==> src/rtl/exec_unit_if.sv <==
// ctrl_bus_if: shared control bus carrying the single clock and the
// synchronous active-high reset to the execute stage.
interface ctrl_bus_if;
  logic clk;
  logic rst;
  modport master (input clk, input rst);
endinterface

==> src/rtl/exec_unit.sv <==
// exec_unit: handshaked execute stage holding A, B, OUT, PC, carry, zero.
// Ports: ctrl (clk/rst), op_valid/op_ready, opcode, imm, in -> reg_a,
// reg_b, out_port, pc, carry, zero, done (one-cycle retire pulse).
module exec_unit #(
  parameter int DATA_W = 4,
  parameter int PC_W   = 4,
  parameter bit MUL_EN = 1'b1
) (
  ctrl_bus_if.master          ctrl,
  input  logic                op_valid,
  output logic                op_ready,
  input  logic [3:0]          opcode,
  input  logic [DATA_W-1:0]   imm,
  input  logic [DATA_W-1:0]   in,
  output logic [DATA_W-1:0]   reg_a,
  output logic [DATA_W-1:0]   reg_b,
  output logic [DATA_W-1:0]   out_port,
  output logic [PC_W-1:0]     pc,
  output logic                carry,
  output logic                zero,
  output logic                done
);

  localparam int CW = $clog2(DATA_W);

  localparam logic [0:0] S_IDLE = 1'b0;
  localparam logic [0:0] S_MUL  = 1'b1;

  localparam logic [3:0] OP_MOV_AB = 4'h0;
  localparam logic [3:0] OP_MOV_BA = 4'h1;
  localparam logic [3:0] OP_MOV_AI = 4'h2;
  localparam logic [3:0] OP_MOV_BI = 4'h3;
  localparam logic [3:0] OP_IN_A   = 4'h4;
  localparam logic [3:0] OP_IN_B   = 4'h5;
  localparam logic [3:0] OP_OUT_B  = 4'h6;
  localparam logic [3:0] OP_OUT_I  = 4'h7;
  localparam logic [3:0] OP_ADD_A  = 4'h8;
  localparam logic [3:0] OP_ADD_B  = 4'h9;
  localparam logic [3:0] OP_JMP    = 4'hA;
  localparam logic [3:0] OP_JNC    = 4'hB;
  localparam logic [3:0] OP_JZ     = 4'hC;
  localparam logic [3:0] OP_SUB    = 4'hD;
  localparam logic [3:0] OP_MUL    = 4'hE;
  localparam logic [3:0] OP_NOP    = 4'hF;

  logic [0:0]          r_state;
  logic [DATA_W-1:0]   r_a;
  logic [DATA_W-1:0]   r_b;
  logic [DATA_W-1:0]   r_out;
  logic [PC_W-1:0]     r_pc;
  logic                r_carry;
  logic                r_zero;
  logic                r_done;
  logic [2*DATA_W-1:0] r_mc;
  logic [DATA_W-1:0]   r_mp;
  logic [2*DATA_W-1:0] r_acc;
  logic [CW-1:0]       r_cnt;

  logic [DATA_W-1:0]   w_add_src;
  logic [DATA_W:0]     w_add;
  logic [DATA_W-1:0]   w_sub;
  logic [PC_W-1:0]     w_pc_inc;
  logic [PC_W-1:0]     w_pc_imm;
  logic [2*DATA_W-1:0] w_acc_nx;
  logic                w_last;

  assign w_add_src = (opcode == OP_ADD_B) ? r_b : r_a;
  assign w_add     = {1'b0, w_add_src} + {1'b0, imm};
  assign w_sub     = r_a - r_b;
  assign w_pc_inc  = r_pc + PC_W'(1);
  assign w_pc_imm  = PC_W'(imm);
  // Shift-add: multiplicand shifts left, multiplier shifts right.
  assign w_acc_nx  = r_mp[0] ? (r_acc + r_mc) : r_acc;
  assign w_last    = (r_cnt == CW'(DATA_W - 1));

  always_ff @(posedge ctrl.clk) begin
    if (ctrl.rst) begin
      r_state <= S_IDLE;
      r_a     <= '0;
      r_b     <= '0;
      r_out   <= '0;
      r_pc    <= '0;
      r_carry <= 1'b0;
      r_zero  <= 1'b0;
      r_done  <= 1'b0;
      r_mc    <= '0;
      r_mp    <= '0;
      r_acc   <= '0;
      r_cnt   <= '0;
    end else begin
      r_done <= 1'b0;
      unique case (r_state)
        S_IDLE: begin
          if (op_valid) begin
            r_pc    <= w_pc_inc;
            r_carry <= 1'b0;
            r_done  <= 1'b1;
            unique case (opcode)
              OP_MOV_AB: r_a   <= r_b;
              OP_MOV_BA: r_b   <= r_a;
              OP_MOV_AI: r_a   <= imm;
              OP_MOV_BI: r_b   <= imm;
              OP_IN_A:   r_a   <= in;
              OP_IN_B:   r_b   <= in;
              OP_OUT_B:  r_out <= r_b;
              OP_OUT_I:  r_out <= imm;
              OP_ADD_A: begin
                r_a     <= w_add[DATA_W-1:0];
                r_carry <= w_add[DATA_W];
                r_zero  <= (w_add[DATA_W-1:0] == '0);
              end
              OP_ADD_B: begin
                r_b     <= w_add[DATA_W-1:0];
                r_carry <= w_add[DATA_W];
                r_zero  <= (w_add[DATA_W-1:0] == '0);
              end
              OP_JMP: r_pc <= w_pc_imm;
              OP_JNC: if (!r_carry) r_pc <= w_pc_imm;
              OP_JZ:  if (r_zero) r_pc <= w_pc_imm;
              OP_SUB: begin
                r_a     <= w_sub;
                r_carry <= (r_a < r_b);
                r_zero  <= (w_sub == '0);
              end
              OP_MUL: begin
                // Without the multiplier this is a plain NOP.
                if (MUL_EN) begin
                  r_pc    <= r_pc;
                  r_carry <= r_carry;
                  r_done  <= 1'b0;
                  r_mc    <= {{DATA_W{1'b0}}, r_a};
                  r_mp    <= r_b;
                  r_acc   <= '0;
                  r_cnt   <= '0;
                  r_state <= S_MUL;
                end
              end
              OP_NOP: ;
            endcase
          end
        end
        S_MUL: begin
          r_acc <= w_acc_nx;
          r_mc  <= r_mc << 1;
          r_mp  <= r_mp >> 1;
          r_cnt <= r_cnt + CW'(1);
          if (w_last) begin
            r_a     <= w_acc_nx[DATA_W-1:0];
            r_b     <= w_acc_nx[2*DATA_W-1:DATA_W];
            r_carry <= (w_acc_nx[2*DATA_W-1:DATA_W] != '0);
            r_zero  <= (w_acc_nx == '0);
            r_pc    <= w_pc_inc;
            r_done  <= 1'b1;
            r_state <= S_IDLE;
          end
        end
      endcase
    end
  end

  assign op_ready = (r_state == S_IDLE);
  assign reg_a    = r_a;
  assign reg_b    = r_b;
  assign out_port = r_out;
  assign pc       = r_pc;
  assign carry    = r_carry;
  assign zero     = r_zero;
  assign done     = r_done;

endmodule

==> src/flat_wrapper.sv <==
// flat-port wrapper written by rule: the top's interface ports become plain ports
module exec_unit_flat 
#(
  parameter int DATA_W = 4,
  parameter int PC_W   = 4,
  parameter bit MUL_EN = 1'b1
)
  (op_valid, op_ready, opcode, imm, in, reg_a, reg_b, out_port, pc, carry, zero, done, ctrl_clk, ctrl_rst);
  ctrl_bus_if ctrl_i ();
  input  logic op_valid;
  output logic op_ready;
  input  logic [3:0] opcode;
  input  logic [DATA_W-1:0] imm;
  input  logic [DATA_W-1:0] in;
  output logic [DATA_W-1:0] reg_a;
  output logic [DATA_W-1:0] reg_b;
  output logic [DATA_W-1:0] out_port;
  output logic [PC_W-1:0] pc;
  output logic carry;
  output logic zero;
  output logic done;
  input wire logic [$bits(ctrl_i.clk)-1:0] ctrl_clk;
  input wire logic [$bits(ctrl_i.rst)-1:0] ctrl_rst;
  assign ctrl_i.clk = ctrl_clk;
  assign ctrl_i.rst = ctrl_rst;
  exec_unit #(.DATA_W(DATA_W), .PC_W(PC_W), .MUL_EN(MUL_EN)) u_core (.ctrl(ctrl_i), .op_valid(op_valid), .op_ready(op_ready), .opcode(opcode), .imm(imm), .in(in), .reg_a(reg_a), .reg_b(reg_b), .out_port(out_port), .pc(pc), .carry(carry), .zero(zero), .done(done));
endmodule
==> config.mk <==
export PLATFORM = sky130hd
export DESIGN_NAME = exec_unit_flat
export DESIGN_NICKNAME = d
export VERILOG_FILES = /design/src/rtl/exec_unit_if.sv /design/src/rtl/exec_unit.sv /design/src/flat_wrapper.sv
export SDC_FILE = /design/constraint.sdc
export NUM_CORES = 1
export LEC_CHECK = 0
export CAP_MARGIN = 10
export CORE_MARGIN = 2
export CORE_UTILIZATION = 57
export CTS_CLUSTER_SIZE = 28
export DETAILED_ROUTE_END_ITERATION = 16
export HOLD_SLACK_MARGIN = 0.06
export PLACE_DENSITY = 0.78
export SYNTH_ARGS = -nofsm -noshare
export SYNTH_HDL_FRONTEND = slang
export SYNTH_SLANG_ARGS = --single-unit
==> constraint.sdc <==
create_clock -name ctrl_clk -period 3.3 [get_ports ctrl_clk]
set_clock_uncertainty 0.1 [all_clocks]
set_input_delay 0.33 -clock ctrl_clk [delete_from_list [all_inputs] [get_ports ctrl_clk]]
set_output_delay 0.33 -clock ctrl_clk [all_outputs]
set_load 0.01 [all_outputs]
==> flow_metrics.py <==
metrics = {
    "run_status": {
        "status": "completed",
    },
    "global_route": {
        "grt-ovfl-total": 0,
        "grt_max_degree": 37,
        "gr-usage-all-layers_pct": 28.36,
        "first_global_vias": 2872,
        "antenna_found_initial": 0,
        "grt_pass1_wl_mm": 13.94,
    },
    "sta": {
        "finalSetupViolCount": 0,
        "report.final.slew_viol_count": 0,
        "slew_headroom_pct": 48.66,
        "post-route-min-period_ns": 2.906,
        "rsz0062_at_grt": "false",
        "tightest_slew_ns": 0.7691,
        "finalHoldViolCount": 0,
        "setup_tns_ns": 0,
        "fmax_mhz": 344.1,
        "min_period_over_period_pct": 88.07,
    },
    "placement": {
        "gp_congestion": 0.9091,
        "placed_cells": 471,
        "io_buffers": 34,
        "hpwl_mm": 6.215,
    },
    "worst_setup_path": {
        "critPathArrivalTime_ns": 3.05,
        "ff2ff_setup_slack_ns": 0.47,
        "crit_end": "u_core.reg_b[1]",
        "endpoint_kind": "flip-flop",
        "startpoint": "opcode[2]",
        "timing.rr.end": "u_core.zero",
        "start_kind": "primary input",
        "crit_type": "in -> reg",
        "cp_max_fo": 4,
        "crit_required_ns": 3.44,
        "rr_worst_depth": 8,
        "reg2reg_from": "u_core.r_acc[0]",
    },
    "routing": {
        "vias": 3059,
        "drc_errors": 0,
        "ant_nets": 0,
        "drt-total-wl_mm": 8.366,
        "wl_per_cell_um": 17.47,
        "via_per_inst": 6.386,
        "first_pass_iters": 5,
        "drt_iter0_drc": 282,
    },
    "pwr": {
        "p_leak_nw": 1.358,
        "ir_drop_v": 0.0003085,
        "power.switching_uw": 304.9,
        "seqPwrFrac_pct": 46.6,
        "p_comb_share_pct": 16.7,
        "clkPwrFrac_pct": 36.7,
        "switching_share_pct": 26.96,
        "cellPowerDensity_mw_per_mm2": 315.3,
        "internal_power_uw": 826.0,
    },
    "clocking": {
        "post_cts_resized": 0,
        "cts_hold_buf": 0,
        "clock_latency_ns": 0.30,
        "tritoncts": "built",
        "cts-root-buf": "clkbuf_8",
        "h-tree-depth": 2,
        "cts_num_sinks": 42,
        "numCtsBuffers": 5,
        "post_cts_buffers": 0,
        "clock_path_buffers": 2,
        "cts.reportedPaths.clkPinSlew_ns": 0.09,
    },
    "run": {
        "drv_cap": 0,
    },
    "die": {
        "dieHeight_um": 77.46,
        "ioPinCount": 35,
        "core_mm2": 0.005172,
        "rows": 26,
        "dieArea_mm2": 0.005999,
        "die_width_um": 77.46,
        "floorplan.initialDensity_pct": 59.46,
    },
    "cells_and_area": {
        "syn_to_final_growth_pct": 16.64,
        "diodes": 0,
        "finalNetCount": 443,
        "final_layout_size_suffix_gt1_share_pct": 8.313,
        "fin_cells": 479,
    },
    "logic_synthesis": {
        "ys_types": 69,
        "avgSynthCellArea_um2": 8.072,
        "yosys_register_bits": 42,
        "synthCells": 381,
        "syn_nets": 416,
        "synth_seq_area_share_pct": 27.34,
        "syn-cell-area_mm2": 0.003075,
        "synth_flop_cell": "dfxtp_1",
        "yosys_warnings": 0,
        "async_reset_ff_share_pct": 0,
        "synth_edf_count": 0,
    },
    "min_path": {
        "hold_class": "reg -> reg",
        "worstHoldStart": "u_core.pc[3]",
    },
}
## critical path: stages
cell,delay [ns]
clkdlybuf4s50_1,0.43
nor2_1,0.15
and3_1,0.25
mux2_2,0.37
inv_1,0.08
fa_1,0.45
nor3b_1,0.21
a31oi_1,0.06
nor3b_1,0.18
a2111oi_0,0.08
or3_1,0.33
a21oi_1,0.12
## routing by layer
metal / vias up / track usage [%] / part of all wire (%)
met5: - / 0 / 0
met4: 0 / 4.821 / 0.63
met3: 12 / 3.837 / 6.9
met2: 107 / 46.00 / 46
met1: 1460 / 40.82 / 46
li1: 1480 / - / -
## Yosys cell counts, types with 4 or more instances
master / count / area [um2]
inv_1: 17 / 63.81
a22o_1: 4 / 35.03
nor3_1: 8 / 40.04
a31oi_1: 5 / 31.28
nor2b_1: 14 / 87.58
a21oi_1: 27 / 135.1
dfxtp_1: 42 / 840.8
nor2_1: 48 / 180.2
a22oi_1: 14 / 105.1
o21ai_0: 12 / 60.06
clkbuf_1: 13 / 48.80
a211oi_1: 4 / 30.03
nand3b_1: 5 / 37.54
xnor2_1: 4 / 35.03
a222oi_1: 6 / 60.06
mux2i_1: 9 / 90.09
a211o_1: 4 / 35.03
nor3b_1: 4 / 30.03
nand2_1: 21 / 78.83
buf_1: 5 / 18.77
nand3_1: 8 / 40.04
ha_1: 17 / 212.7
buf_2: 5 / 25.02
and3_1: 4 / 25.02
a21o_1: 5 / 37.54
nand2b_1: 5 / 31.28
## sequential cells by signal, summed over array words and instances, names as in the netlist
name / flops
u_core.r_state: 1
u_core.r_mp: 4
u_core.done: 1
u_core.zero: 1
u_core.carry: 1
u_core.pc: 4
u_core.reg_a: 4
u_core.r_cnt: 2
u_core.out_port: 4
u_core.r_mc: 8
u_core.reg_b: 4
u_core.r_acc: 8
## power by group through the flow
stage | combinational [mW] | sequential (mW) | clock (mW)
2_1_floorplan | 0.112 | 0.539 | 0
3_3_place_gp | 0.183 | 0.539 | 0
3_5_place_dp | 0.186 | 0.539 | 0
4_1_cts | 0.187 | 0.527 | 0.416
5_1_grt | 0.206 | 0.529 | 0.440
6_report | 0.189 | 0.527 | 0.415
## layout make-up
cell class                      count  area (um2)
Multi-Input combinational cell    296        2056
Fill cell                         427        1585
Sequential cell                    42       840.8
Timing Repair Buffer               45       422.9
Tap cell                           70       87.58
Clock buffer                        5       68.82
Inverter                           18       67.56
Clock inverter                      3       43.79
## cells by family (layout without fill, tap and decap cells)
logic type / Yosys count / after routing / share of synthesized area, %
AO/OA/AOI/OAI: 121 / 121 / 29.25
XOR/XNOR: 7 / 7 / 1.994
buffers and inverters: 43 / 71 / 5.818
flip-flops: 42 / 42 / 27.34
multiplexers: 12 / 12 / 4.028
adder cells (fa/ha/maj): 21 / 21 / 9.194
AND/OR/NAND/NOR: 135 / 135 / 22.38
## metrics by stage
step / instance area, um2 / util, % / total power, mW / hold WS [ns] / worst slack [ns]
after floorplan: 3075 / - / 0.6505 / 0.3541 / 0.3781
after global placement: 3475 / 67.17 / 0.7213 / 0.3619 / 0.2207
after detailed placement: 3475 / 67.17 / 0.7246 / 0.3803 / 0.1309
after CTS: 3587 / 69.35 / 1.130 / 0.4066 / 0.4101
after global routing: 3587 / 69.35 / 1.175 / 0.4226 / 0.1907
final: 3587 / 69.35 / 1.131 / 0.4087 / 0.3936
## worst min-delay path by stage
| stage | end | slack, ns | depth (start not counted) |
|---|---|---|---|
| floorplan | u_core.r_acc[3] | 0.35 | 2 |
| finish | u_core.pc[3] | 0.41 | 2 |
| global placement | u_core.r_acc[3] | 0.36 | 2 |
| detailed placement | u_core.out_port[1] | 0.38 | 2 |
| global route | u_core.out_port[3] | 0.42 | 2 |
| CTS | u_core.r_acc[3] | 0.41 | 2 |
## cell usage in the layout, fill, tap and decap left out, types with 9 or more instances in the layout
master and instances:
inv_1 17, nor2b_1 14, nor2_1 48, mux2i_1 9, nand2_1 21, a21oi_1 27
clkdlybuf4s50_1 34, dfxtp_1 42, o21ai_0 12, ha_1 17, a22oi_1 14, buf_4 11
Note: power is estimated with default switching activity, not from simulation.
